**config.mk**
```make
export PLATFORM = sky130hd
export DESIGN_NAME = pipe_controller
export DESIGN_NICKNAME = d
export VERILOG_FILES = /design/src/rtl/ctrl_pkg.sv /design/src/rtl/ctrl_decode.sv /design/src/rtl/pipe_controller.sv
export SDC_FILE = /design/constraint.sdc
export NUM_CORES = 1
export LEC_CHECK = 0
export ABC_CLOCK_PERIOD_IN_PS = 1900
export CAP_MARGIN = 40
export CORE_MARGIN = 2
export CORE_UTILIZATION = 42
export DETAILED_ROUTE_END_ITERATION = 8
export PLACE_DENSITY = 0.8
export RECOVER_POWER = 50
export SLEW_MARGIN = 10
export SYNTH_ARGS = -nofsm -noshare
export SYNTH_HDL_FRONTEND = slang
export SYNTH_SLANG_ARGS = --single-unit
```
**constraint.sdc**
```tcl
create_clock -name clk -period 1.9 [get_ports clk]
set_clock_uncertainty 0.2 [all_clocks]
set_input_delay 0.38 -clock clk [delete_from_list [all_inputs] [get_ports clk]]
set_output_delay 0.38 -clock clk [all_outputs]
set_load 0.01 [all_outputs]
```
**src/rtl/ctrl_pkg.sv**
```systemverilog
// Shared control-word type and encodings for the pipelined controller.
// Holds opcode constants, ALU codes, mux-select encodings and the muldiv FSM state type.
package ctrl_pkg;

    typedef struct packed {
        logic       RegWrite;
        logic       MemWrite;
        logic       Branch;
        logic [1:0] Jump;
        logic [1:0] ResultSrc;
        logic [1:0] ALUSrc_a;
        logic       ALUSrc_b;
        logic [3:0] ALU_Control;
        logic [2:0] Funct3;
        logic       MulDiv;
        logic       Illegal;
    } ctrl_t;

    typedef enum logic {StIdle, StBusy} md_state_e;

    localparam logic [6:0] OP_LOAD   = 7'b0000011;
    localparam logic [6:0] OP_STORE  = 7'b0100011;
    localparam logic [6:0] OP_RTYPE  = 7'b0110011;
    localparam logic [6:0] OP_ITYPE  = 7'b0010011;
    localparam logic [6:0] OP_BRANCH = 7'b1100011;
    localparam logic [6:0] OP_JAL    = 7'b1101111;
    localparam logic [6:0] OP_JALR   = 7'b1100111;
    localparam logic [6:0] OP_LUI    = 7'b0110111;
    localparam logic [6:0] OP_AUIPC  = 7'b0010111;
    localparam logic [6:0] F7_MULDIV = 7'b0000001;

    localparam logic [3:0] ALU_ADD  = 4'b0000;
    localparam logic [3:0] ALU_SUB  = 4'b0001;
    localparam logic [3:0] ALU_AND  = 4'b0010;
    localparam logic [3:0] ALU_OR   = 4'b0011;
    localparam logic [3:0] ALU_XOR  = 4'b0100;
    localparam logic [3:0] ALU_SLT  = 4'b0101;
    localparam logic [3:0] ALU_SLTU = 4'b0110;
    localparam logic [3:0] ALU_SLL  = 4'b0111;
    localparam logic [3:0] ALU_SRL  = 4'b1000;
    localparam logic [3:0] ALU_SRA  = 4'b1001;

    localparam logic [2:0] IMM_I = 3'b000;
    localparam logic [2:0] IMM_S = 3'b001;
    localparam logic [2:0] IMM_B = 3'b010;
    localparam logic [2:0] IMM_U = 3'b011;
    localparam logic [2:0] IMM_J = 3'b100;

    localparam logic [1:0] PC_PLUS4 = 2'b00;
    localparam logic [1:0] PC_IMM   = 2'b01;
    localparam logic [1:0] PC_ALU   = 2'b10;

    localparam logic [1:0] RES_ALU = 2'b00;
    localparam logic [1:0] RES_MEM = 2'b01;
    localparam logic [1:0] RES_PC4 = 2'b10;
    localparam logic [1:0] RES_MD  = 2'b11;

    localparam logic [1:0] JUMP_JAL  = 2'b01;
    localparam logic [1:0] JUMP_JALR = 2'b10;

    localparam logic [1:0] SRCA_RS1  = 2'b00;
    localparam logic [1:0] SRCA_PC   = 2'b01;
    localparam logic [1:0] SRCA_ZERO = 2'b10;

    localparam ctrl_t CTRL_BUBBLE = '0;

    localparam int unsigned CNT_W = $clog2(64) + 1;

    // alt selects sub/sra; caller decides when funct7[5] is meaningful
    function automatic logic [3:0] alu_op(input logic [2:0] f3, input logic alt);
        logic [3:0] op;
        case (f3)
            3'b000:  op = alt ? ALU_SUB : ALU_ADD;
            3'b001:  op = ALU_SLL;
            3'b010:  op = ALU_SLT;
            3'b011:  op = ALU_SLTU;
            3'b100:  op = ALU_XOR;
            3'b101:  op = alt ? ALU_SRA : ALU_SRL;
            3'b110:  op = ALU_OR;
            default: op = ALU_AND;
        endcase
        return op;
    endfunction

endpackage

```
**src/rtl/ctrl_decode.sv**
```systemverilog
// Combinational D-stage decoder: instruction fields to control word and immediate select.
// Illegal encodings yield an all-zero word with only Illegal set.
module ctrl_decode
    import ctrl_pkg::*;
#(
    parameter bit ENABLE_M = 1'b1
) (
    input  logic [6:0] OP_D,
    input  logic [2:0] Funct3_D,
    input  logic [6:0] Funct7_D,
    output ctrl_t      ctrl,
    output logic [2:0] ImmSrc_D,
    output logic       Illegal_D
);

    logic illegal;

    always_comb begin
        ctrl     = CTRL_BUBBLE;
        ImmSrc_D = IMM_I;
        illegal  = 1'b0;
        unique case (OP_D)
            OP_RTYPE: begin
                ctrl.RegWrite = 1'b1;
                if (Funct7_D == F7_MULDIV) begin
                    illegal        = !ENABLE_M;
                    ctrl.ResultSrc = RES_MD;
                    ctrl.MulDiv    = 1'b1;
                end else begin
                    ctrl.ALU_Control = alu_op(Funct3_D, Funct7_D[5]);
                end
            end
            OP_ITYPE: begin
                ctrl.RegWrite    = 1'b1;
                ctrl.ALUSrc_b    = 1'b1;
                // addi has no subtract form; funct7[5] only marks srai
                ctrl.ALU_Control = alu_op(Funct3_D, Funct7_D[5] && (Funct3_D == 3'b101));
            end
            OP_LOAD: begin
                ctrl.RegWrite  = 1'b1;
                ctrl.ResultSrc = RES_MEM;
                ctrl.ALUSrc_b  = 1'b1;
            end
            OP_STORE: begin
                ctrl.MemWrite = 1'b1;
                ctrl.ALUSrc_b = 1'b1;
                ImmSrc_D      = IMM_S;
            end
            OP_BRANCH: begin
                illegal          = (Funct3_D[2:1] == 2'b01);
                ctrl.Branch      = 1'b1;
                ctrl.ALU_Control = !Funct3_D[2] ? ALU_SUB : (Funct3_D[1] ? ALU_SLTU : ALU_SLT);
                ImmSrc_D         = IMM_B;
            end
            OP_JAL: begin
                ctrl.RegWrite  = 1'b1;
                ctrl.Jump      = JUMP_JAL;
                ctrl.ResultSrc = RES_PC4;
                ImmSrc_D       = IMM_J;
            end
            OP_JALR: begin
                ctrl.RegWrite  = 1'b1;
                ctrl.Jump      = JUMP_JALR;
                ctrl.ResultSrc = RES_PC4;
                ctrl.ALUSrc_b  = 1'b1;
            end
            OP_LUI: begin
                ctrl.RegWrite = 1'b1;
                ctrl.ALUSrc_a = SRCA_ZERO;
                ctrl.ALUSrc_b = 1'b1;
                ImmSrc_D      = IMM_U;
            end
            OP_AUIPC: begin
                ctrl.RegWrite = 1'b1;
                ctrl.ALUSrc_a = SRCA_PC;
                ctrl.ALUSrc_b = 1'b1;
                ImmSrc_D      = IMM_U;
            end
            default: illegal = 1'b1;
        endcase

        if (illegal) begin
            ctrl         = CTRL_BUBBLE;
            ctrl.Illegal = 1'b1;
            ImmSrc_D     = IMM_I;
        end else begin
            ctrl.Funct3 = Funct3_D;
        end
    end

    assign Illegal_D = illegal;

endmodule

```
**src/rtl/pipe_controller.sv**
```systemverilog
// Pipelined controller: E/M/W control registers, E-stage branch/jump resolution and
// the muldiv occupancy FSM that holds E for multi-cycle RV32M operations.
module pipe_controller
    import ctrl_pkg::*;
#(
    parameter bit          ENABLE_M   = 1'b1,
    parameter int unsigned MUL_CYCLES = 2,
    parameter int unsigned DIV_CYCLES = 33
) (
    input  logic       clk,
    input  logic       rst_n,
    input  logic [6:0] OP_D,
    input  logic [2:0] Funct3_D,
    input  logic [6:0] Funct7_D,
    input  logic       FlushE,
    input  logic       Zero_E,
    input  logic       LT_E,
    output logic [2:0] ImmSrc_D,
    output logic       Illegal_D,
    output ctrl_t      Ctrl_E,
    output logic [1:0] PCSrc_E,
    output logic       MD_Busy,
    output logic       MD_Done,
    output logic       RegWrite_M,
    output logic       MemWrite_M,
    output logic [1:0] ResultSrc_M,
    output logic [2:0] Funct3_M,
    output logic       RegWrite_W,
    output logic [1:0] ResultSrc_W
);

    localparam logic [CNT_W-1:0] MUL_LAT = CNT_W'(MUL_CYCLES);
    localparam logic [CNT_W-1:0] DIV_LAT = CNT_W'(DIV_CYCLES);

    ctrl_t            ctrl_d;
    md_state_e        state_q;
    logic [CNT_W-1:0] cnt_q;
    logic [CNT_W-1:0] cnt_inc;
    logic [CNT_W-1:0] lat_d;
    logic [CNT_W-1:0] lat_e;
    logic             md_hold;
    logic             taken;

    ctrl_decode #(
        .ENABLE_M (ENABLE_M)
    ) u_decode (
        .OP_D      (OP_D),
        .Funct3_D  (Funct3_D),
        .Funct7_D  (Funct7_D),
        .ctrl      (ctrl_d),
        .ImmSrc_D  (ImmSrc_D),
        .Illegal_D (Illegal_D)
    );

    assign lat_d   = ctrl_d.Funct3[2] ? DIV_LAT : MUL_LAT;
    assign lat_e   = Ctrl_E.Funct3[2] ? DIV_LAT : MUL_LAT;
    assign cnt_inc = cnt_q + CNT_W'(1);
    assign md_hold = (state_q == StBusy) && MD_Busy;

    // cnt_q is the 1-based E-residency cycle of the current op; the final cycle is cnt_q == LAT
    always_ff @(posedge clk or negedge rst_n) begin
        if (!rst_n) begin
            Ctrl_E  <= CTRL_BUBBLE;
            state_q <= StIdle;
            cnt_q   <= '0;
            MD_Busy <= 1'b0;
            MD_Done <= 1'b0;
        end else if (FlushE) begin
            Ctrl_E  <= CTRL_BUBBLE;
            state_q <= StIdle;
            cnt_q   <= '0;
            MD_Busy <= 1'b0;
            MD_Done <= 1'b0;
        end else if (md_hold) begin
            cnt_q   <= cnt_inc;
            MD_Busy <= (cnt_inc < lat_e);
            MD_Done <= (cnt_inc == lat_e);
        end else begin
            Ctrl_E <= ctrl_d;
            if (ctrl_d.MulDiv && (lat_d > CNT_W'(1))) begin
                state_q <= StBusy;
                cnt_q   <= CNT_W'(1);
                MD_Busy <= 1'b1;
                MD_Done <= 1'b0;
            end else begin
                state_q <= StIdle;
                cnt_q   <= '0;
                MD_Busy <= 1'b0;
                MD_Done <= ctrl_d.MulDiv;
            end
        end
    end

    always_ff @(posedge clk or negedge rst_n) begin
        if (!rst_n) begin
            RegWrite_M  <= 1'b0;
            MemWrite_M  <= 1'b0;
            ResultSrc_M <= RES_ALU;
            Funct3_M    <= 3'b000;
            RegWrite_W  <= 1'b0;
            ResultSrc_W <= RES_ALU;
        end else begin
            if (MD_Busy) begin
                RegWrite_M  <= 1'b0;
                MemWrite_M  <= 1'b0;
                ResultSrc_M <= RES_ALU;
                Funct3_M    <= 3'b000;
            end else begin
                RegWrite_M  <= Ctrl_E.RegWrite;
                MemWrite_M  <= Ctrl_E.MemWrite;
                ResultSrc_M <= Ctrl_E.ResultSrc;
                Funct3_M    <= Ctrl_E.Funct3;
            end
            RegWrite_W  <= RegWrite_M;
            ResultSrc_W <= ResultSrc_M;
        end
    end

    always_comb begin
        taken = 1'b0;
        case (Ctrl_E.Funct3)
            3'b000:         taken = Zero_E;
            3'b001:         taken = !Zero_E;
            3'b100, 3'b110: taken = LT_E;
            3'b101, 3'b111: taken = !LT_E;
            default:        taken = 1'b0;
        endcase

        PCSrc_E = PC_PLUS4;
        if (Ctrl_E.Branch) begin
            if (taken) PCSrc_E = PC_IMM;
        end else if (Ctrl_E.Jump == JUMP_JAL) begin
            PCSrc_E = PC_IMM;
        end else if (Ctrl_E.Jump == JUMP_JALR) begin
            PCSrc_E = PC_ALU;
        end
    end

endmodule

```
==> After elaboration in Yosys (flattened, before gate mapping) <==
Cells that the tools add are included.
{ "word_totals": {"reg_bits": 39, "inputBits": 22, "out_inout_bits": 37, "wordCells": 114} }
{ "classes": {"n_addsub": 1, "order_cmp": 2, "eq_ne": 26, "n_mux": 50, "n_reduce_logical": 14} }
{ "op_table": {"columns": ["operator", "n"], "rows": [
  ["case mux 4 bit (7 select lines)", 2],
  ["two-way mux 19 bit", 2],
  ["two-way mux 1 bit", 22],
  ["== test 3 bit (second input constant)", 7],
  ["== test 7 x 6 -> 1 bit (second input constant)", 3],
  ["== test 7 bit (second input constant)", 3],
  ["== test 7 x 5 -> 1 bit (second input constant)", 2],
  ["two-way mux 14 bit", 1],
  ["two-way mux 2 bit", 7],
  ["two-way mux 7 bit", 2],
  ["two-way mux 6 bit", 2],
  ["case mux 3 bit (4 select lines)", 1],
  ["case mux 4 bit (3 select lines)", 1],
  ["two-way mux 3 bit", 3],
  ["two-way mux 4 bit", 2],
  ["case mux 2 bit (2 select lines)", 2],
  ["OR reduction 2 bit", 4],
  ["OR reduction 8 bit", 1],
  ["adder 7 x 1 -> 7 bit (second input constant)", 1],
  ["== test 7 x 1 -> 1 bit (second input constant)", 1],
  ["== test 7 x 2 -> 1 bit (second input constant)", 1],
  ["== test 7 x 6 -> 1 bit", 1],
  ["less-than comparator 7 x 6 -> 1 bit", 1],
  ["OR reduction 7 bit", 1],
  ["other kinds (13)", 20]
]} }

==> Logic depth before layout (Yosys ltp) <==
Gate-level depths: netlist of run 1.
{ "logic_depth": {"depth_word": 10, "ltp_mapped": 7, "ltp_nobuf": 7} }

==> Cells and area by module <==
From an unflattened synthesis of run 1, not the netlist that was laid out.
{ "hier_totals": {"hier_cells": 230, "area_unflattened_um2": 2069.5} }
{ "by_module_without_submodules": {"columns": ["module", "instances", "cells_each", "area_each_um2", "seq_area_each_um2"], "rows": [
  ["pipe_controller", 1, 159, 1602.8, 950.9],
  ["ctrl_decode", 1, 71, 466.7, 0.0]
]} }

==> Least setup slack after synthesis of run 1 <==
No wires, ideal clock.
{ "synth_timing": {"path_kind": "input to output", "from": "input OP_D[6]", "to": "output ImmSrc_D[1]", "arrival_time_ns": 1.554, "required_time_ns": 1.320, "slack_ns": -0.234, "stages": 4, "n_path_buf": 1, "path_cell_list": "buf_2 -> o32a_4 -> or3_1 -> nor2_1"} }
{ "synth_between": {"elab_chain_len": 4, "word_cells_on_any_way": 14, "cone_classes": "9 x eq/ne; 3 x mux; 2 x reduce/logical"} }
{ "synth_rtl": {"columns": ["item", "line_no", "text"], "rows": [
  ["start, declared", "pipe_controller.sv:12", "input logic [6:0] OP_D,"],
  ["== test 7 x 5 -> 1 bit, or another cell as far along", "ctrl_decode.sv:22", "unique case (OP_D)"],
  ["OR reduction 8 bit (no line)", null, null],
  ["case mux 1 bit (2 select lines) *", "ctrl_decode.sv:22", null],
  ["net Illegal_D", "pipe_controller.sv:19", "output logic Illegal_D,"],
  ["two-way mux 3 bit *", "ctrl_decode.sv:82", "if (illegal) begin"],
  ["end, declared", "pipe_controller.sv:18", "output logic [2:0] ImmSrc_D,"]
]} }
Mark *: on every way through the listed nets, which the timed path passes. The rest lies on a longest branch.

==> Worst setup path in the final report of run 1 <==
{ "layout_timing": {"from": "input OP_D[2]", "to": "output ImmSrc_D[1]"} }
{ "layout_between": {"elab_chain_len": 4, "word_cells_on_any_way": 14, "cone_classes": "9 x eq/ne; 3 x mux; 2 x reduce/logical"} }
{ "layout_rtl": {"columns": ["item", "line_no"], "rows": [
  ["== test 7 x 5 -> 1 bit, or another cell as far along", "ctrl_decode.sv:22"],
  ["OR reduction 8 bit (no line) or OR reduction 2 bit (tied branches)", null],
  ["case mux 1 bit (2 select lines) or case mux 3 bit (4 select lines) (tied branches)", "ctrl_decode.sv:22"],
  ["two-way mux 3 bit *", "ctrl_decode.sv:82"]
]} }
Every way passes the cells marked *; elsewhere a longest branch is shown, timed or not.

==> impl_metrics.ini, run 1 <==
[run_status]
status = finished with violations
violations = negative setup slack

[critical_path]
max_stage_delay_ns = 0.36
r2r_slack_ns = 0
startpoint_type = input port
worstSetupPathDepth = 6
path_class = input port to output pin
arrival_ns = 1.47
critical_path_required_ns = 1.32
reg2reg_to = Ctrl_E[0]
worstReg2RegStart = MD_Busy
reg2regPathDepth = 5
end_kind = output pin
worstPathMaxFanout = 3
cp_cell_sequence = buf_8, nor2b_4, o32a_4, or3_4, nor2_4, buf_6
crit_family = simple AND/OR/NAND/NOR gates
crit_buf_inv = 2
cp_slowest_cell = or3_4

[clock_tree]
cts_sinks = 38
htree_num_levels = 2
clk_pin_slew_ns = 0.07
ctsRootBufferMaster = clkbuf_8
tritoncts = done
numCtsBuffers = 5
clockBufferDepth = 2
clk_latency_ns = 0.29

[synth]
synth.largest_area_cell = dfrtp_1
synth_edf_count = 0
synthSimpleGateAreaFrac_pct = 27.23
synth_area_leaders = dfrtp_1 48%, nor2_1 4.7%, a22o_1 4.0%, a32o_1 2.5%, ha_1 2.5%
synth_cell_types = 45
netlist_area_um2 = 1989
synthCells = 194
synth_mux_area_share_pct = 0.5031
yosys_warnings = 0
ys_async_sr_fraction_pct = 100.0
synthFlopType = dfrtp_1
synth_top_family_by_area = simple AND/OR/NAND/NOR gates
synth_nets = 220
seq_area_frac_synth_pct = 47.80
synth-compound-area-share_pct = 15.22
yosysTopAreaCellShare_pct = 47.80
synth-xor-area-share_pct = 3.082
yosysMostFrequentCell = dfrtp_1
synth_common_cells = 38 x dfrtp_1, 25 x nor2_1, 12 x nand2_1, 9 x a22o_1
synth-adder-area-share_pct = 2.516
avgSynthCellArea_um2 = 10.25
synth_seq_cells = 38

[min_path]
min_delay_worst_endpoint = RegWrite_W
min_path_type = flop to flop
hold_depth = 0
min_from = RegWrite_M

[placement]
dp_hpwl_um = 3811
pre_cts_slack_ns = -1.020
io_buffers = 58
dpl.cell_count = 340
gp_congestion = 0.8386

[global_route]
grt_usage_pct = 23.32
use_met3_pct = 4.696
grt_max_degree = 39
gr-usage-met2_pct = 42.63
grt_pass1_vias = 2056
antenna_found_initial = 0
grt_first_pass_wirelength_um = 9584
top_usage_layer = met2
grt-ovfl-total = 0
gr-usage-met1_pct = 27.42

[die]
dieArea_um2 = 5303
pin_count = 59
fp.coreArea_um2 = 4629
start_util_pct = 42.97
die_w_um = 72.83
fp.dieH_um = 72.83
core.rowCount = 25

[final_layout]
drive_gt1_share_pct = 37.07
antennaDiodeCount = 0
syn_to_final_growth_pct = 73.96
fill_cells = 303
stdcell_count = 375
finalNetCount = 346

[timing]
maxSlewHeadroom_pct = 39.07
tightest_slew_ns = 0.9140
timing.fmax_mhz = 486.7
hold_viol = 0
min_period_over_period_pct = 108.1
period_minus_slack_ns = 2.054
rsz0062_at_grt = true
finalSetupViolCount = 4
setup_ws_ns = -0.1545
finalMaxSlewViolations = 0

[route]
routedWlPerCell_um = 16.01
vias = 2005
first_pass_iters = 4
drcViolationCount = 0
first_iter_violations = 82
drt_wl_total_um = 6004
viasPerCell = 5.347
drtAntennaViolNets = 0

[pwr]
leakagePower_nw = 1.622
peakVddDrop_mv = 0.5776
power_density_nw_per_um2 = 552.3

[flow_run]
maxCapViolCount = 0
==> power by group <==
part           switching (mW)  leakage [nW]  internal, mW
combinational           0.109          1.02         0.139
sequential            0.00291         0.526         0.813
clock                   0.288        0.0714         0.560
==> worst max path at each step <==
stage / startpoint / end
after global placement: OP_D[4] / ImmSrc_D[1]
after CTS: OP_D[2] / ImmSrc_D[1]
after floorplan: OP_D[3] / ImmSrc_D[1]
final: OP_D[2] / ImmSrc_D[1]
after detailed placement: OP_D[4] / ImmSrc_D[1]
after global routing: OP_D[2] / ImmSrc_D[1]
==> worst reg2reg max path: stages, from the launching register on <==
cell and delay [ns]:
dfrtp_1 0.40, clkbuf_1 0.19, and2_0 0.29, buf_4 0.22, nor4_1 0.37, nor3_1 0.10
==> logic make-up after synthesis <==
logic type / Yosys count
mux: 1
xor+xnor: 7
buf+inv: 17
compound gates: 40
simple gates: 87
fa+ha+maj: 4
flops: 38
==> sequential cells by signal, indices dropped and copies added, names as in the netlist <==
register / count
RegWrite_W: 1
ResultSrc_W: 2
MemWrite_M: 1
Funct3_M: 3
ResultSrc_M: 2
MD_Done: 1
MD_Busy: 1
Ctrl_E: 19
cnt_q: 7
RegWrite_M: 1
==> through the flow <==
stage	power [mW]	hold slack, ns	util [%]	instance area [um^2]	TNS (ns)
2_1_floorplan	0.9103	-0.1156	-	2032	-0.04354
3_3_place_gp	1.025	0.1601	63.22	2927	-11.47
3_5_place_dp	1.029	0.1636	63.38	2934	-12.42
4_1_cts	1.891	0.1798	72.92	3376	-0.3914
5_1_grt	1.976	0.1911	74.76	3461	-0.6322
6_report	1.911	0.1780	74.76	3461	-0.2701
==> layer usage <==
| layer | vias to the layer above | part of all wire (%) |
|---|---|---|
| met5 | - | 0 |
| met4 | 0 | 2.1 |
| met3 | 13 | 3.6 |
| met2 | 70 | 54 |
| met1 | 977 | 40 |
| li1 | 945 | - |
==> cells in the final DEF, fill, tap and decap left out, types with 4 or more instances in the layout <==
cell type and count:
xnor2_1 5, o21ai_0 4, and2_1 4, nor3_1 4, buf_4 54, dfrtp_1 37, inv_1 7, buf_6 19
nor2_1 20, dlygate4sd2_1 7, clkdlybuf4s50_1 36, a22o_1 9, clkbuf_8 6, nor2b_1 7, buf_2 4, a21oi_1 7
a32o_1 5, nand2_1 11
==> timing repair <==
action / CTS / global route
buffers inserted: 24 / 6
gates cloned: 0 / 0
pin swaps: 16 / 11
endpoints found under the setup margin: 22 / 13
hold buffers: 1 / 0
gates resized for setup: 96 / 23
hold endpoints to repair: 38 / 0
==> layout make-up <==
| class | count | area [um^2] | area share, % |
|---|---|---|---|
| well taps | 54 | 67.56 | 1.952 |
| repair buffers | 129 | 1151 | 33.26 |
| multi-input cells | 139 | 1121 | 32.39 |
| inverters | 7 | 26.28 | 0.7592 |
| flip-flops and latches | 38 | 952.2 | 27.51 |
| clock buffers | 6 | 82.58 | 2.386 |
| clock inverters | 2 | 60.06 | 1.735 |
No activity file was read; power rests on OpenSTA's default activity.
==> run 2, diff against run 1 <==
- SLEW_MARGIN: 10 -> not set
==> results of run 2 <==
No change in the layout: final DEF, timing and power equal those of run 1.
==> run 3, diff against run 2 <==
- RECOVER_POWER: 50 -> not set
==> run 3 against run 2 <==
  * The run still ends with negative setup slack left
  * Final area grew 0.36%
  * Power is essentially flat
  * Clock-buffer cell count is the same
  * Via count shrank 0.25%
  * Routed wire length is essentially flat
  * Sequential power is essentially flat
  * Non-clock buffer count is the same
  * Global-route usage is the same
  * Clock power is essentially flat
  * Flip-flop and latch count is the same
==> impl_metrics.ini, run 3 (same netlist as run 1, synthesis figures left out) <==
[placement]
io_buffers = 58
dp_hpwl_um = 3811
pre_cts_slack_ns = -1.020
gp_congestion = 0.8386

[final_layout]
final_common_cell = buf_4
antennaDiodeCount = 0
drive_gt1_share_pct = 37.69
syn_to_final_growth_pct = 74.59
mostFrequentLayoutCells = 57 x buf_4, 37 x dfrtp_1, 36 x clkdlybuf4s50_1, 20 x nor2_1, 19 x buf_6
finalNetCount = 346
largest-register = Ctrl_E
largestRegisters = Ctrl_E: 19 flops, cnt_q: 7 flops, Funct3_M: 3 flops
fin_util_pct = 75.03
largest_reg_flops = 19

[global_route]
grt_usage_pct = 23.32
grt_pass1_vias = 2056
grt-ovfl-total = 0
grt_first_pass_wirelength_um = 9584
antenna_found_initial = 0
grt_max_degree = 39

[pwr]
p_comb_share_pct = 13.0
switchingPower_mw = 0.3997
seqPwrFrac_pct = 42.7
leakagePower_nw = 1.651
p_sw_share_pct = 20.90
p_clk_share_pct = 44.3
peakVddDrop_mv = 0.5779
p_int_mw = 1.512
power_density_nw_per_um2 = 550.5

[clock_tree]
ctsRootBufferMaster = clkbuf_8
numCtsBuffers = 5
cts_sinks = 38
clockBufferDepth = 2
tritoncts = done
clk_pin_slew_ns = 0.07
htree_num_levels = 2
clk_latency_ns = 0.29

[run_status]
status = finished with violations
violations = negative setup slack

[route]
drt_wl_total_um = 6000
first_pass_iters = 4
routedWlPerCell_um = 16.00
vias = 2000
drtAntennaViolNets = 0
drcViolationCount = 0
first_iter_violations = 90
viasPerCell = 5.333

[critical_path]
cp_slowest_cell = or3_4
crit_buf_inv = 2
path_class = input port to output pin
crit_family = simple AND/OR/NAND/NOR gates
worstPathMaxFanout = 3
reg2regPathDepth = 6
max_stage_delay_ns = 0.36
cp_cell_sequence = buf_8, nor2b_4, o32a_4, or3_4, nor2_4, buf_6
reg2reg_to = MD_Busy
worstReg2RegStart = cnt_q[0]
end_kind = output pin
startpoint_type = input port
critical_path_required_ns = 1.32
r2r_slack_ns = 0.05
arrival_ns = 1.47

[timing]
timing.fmax_mhz = 486.7
rsz0062_at_grt = true
hold_viol = 0
period_minus_slack_ns = 2.054
min_period_over_period_pct = 108.1
tightest_slew_ns = 0.4745
setup_ws_ns = -0.1545
tns_ns = -0.2681
maxSlewHeadroom_pct = 68.07
finalSetupViolCount = 3
finalMaxSlewViolations = 0

[die]
fp.dieH_um = 72.83
core.rowCount = 25
pin_count = 59
dieArea_um2 = 5303
die_w_um = 72.83
fp.coreArea_um2 = 4629
start_util_pct = 42.97

[min_path]
min_delay_worst_endpoint = RegWrite_W
min_from = RegWrite_M
hold_depth = 0
min_path_type = flop to flop

[flow_run]
maxCapViolCount = 0
[run 3: cell types whose count changed in the layout (fill, tap and decap cells not counted), sizes merged]
cell	delta
buf	+3
clkbuf	-3
clkdlybuf4s25	-1
dlymetal6s2s	+1
[run 3: how the worst max path moves through the flow]
| stage | end | cells past startpoint | startpoint |
|---|---|---|---|
| 2_1_floorplan | ImmSrc_D[1] | 4 | OP_D[3] |
| 3_3_place_gp | ImmSrc_D[1] | 6 | OP_D[4] |
| 3_5_place_dp | ImmSrc_D[1] | 6 | OP_D[4] |
| 4_1_cts | ImmSrc_D[1] | 6 | OP_D[2] |
| 5_1_grt | ImmSrc_D[1] | 6 | OP_D[2] |
| 6_report | ImmSrc_D[1] | 6 | OP_D[2] |
[run 3: per-layer routing]
layer | GRT usage, % | part of all wire, % | up-vias
li1 | - | - | 944
met1 | 27.42 | 40 | 970
met2 | 42.63 | 54 | 73
met3 | 4.696 | 4.0 | 13
met4 | 6.996 | 2.1 | 0
met5 | 0 | 0 | -
[run 3: timing repair]
item | in CTS | in global routing
endpoints found under the setup margin | 22 | 13
hold endpoints to repair | 38 | 0
pin swaps | 16 | 11
gates resized for setup | 96 | 23
hold buffers | 1 | 0
setup buffers | 24 | 6
[run 3: area by class of cell]
| type | count | area (um^2) |
|---|---|---|
| Fill cell | 303 | 1156 |
| Tap cell | 54 | 67.56 |
| Multi-Input combinational cell | 139 | 1121 |
| Timing Repair Buffer | 129 | 1164 |
| Clock buffer | 6 | 82.58 |
| Inverter | 7 | 26.28 |
| Sequential cell | 38 | 952.2 |
| Clock inverter | 2 | 60.06 |
[run 3: stage by stage]
step	total power, mW	std cells	instance area, um^2	hold WS, ns
after floorplan	0.9103	194	2032	-0.1156
after global placement	1.025	339	2927	0.1601
after detailed placement	1.029	340	2934	0.1636
after CTS	1.891	372	3376	0.1798
after global routing	1.977	375	3473	0.1911
final	1.912	375	3473	0.1780
[run 3: power groups by stage]
stage | Combinational (mW) | Clock (mW) | Sequential [mW]
after global placement | 0.193 | 0 | 0.831
after detailed placement | 0.197 | 0 | 0.832
after floorplan | 0.0765 | 0 | 0.834
after CTS | 0.229 | 0.847 | 0.816
final | 0.249 | 0.848 | 0.816
after global routing | 0.267 | 0.894 | 0.816
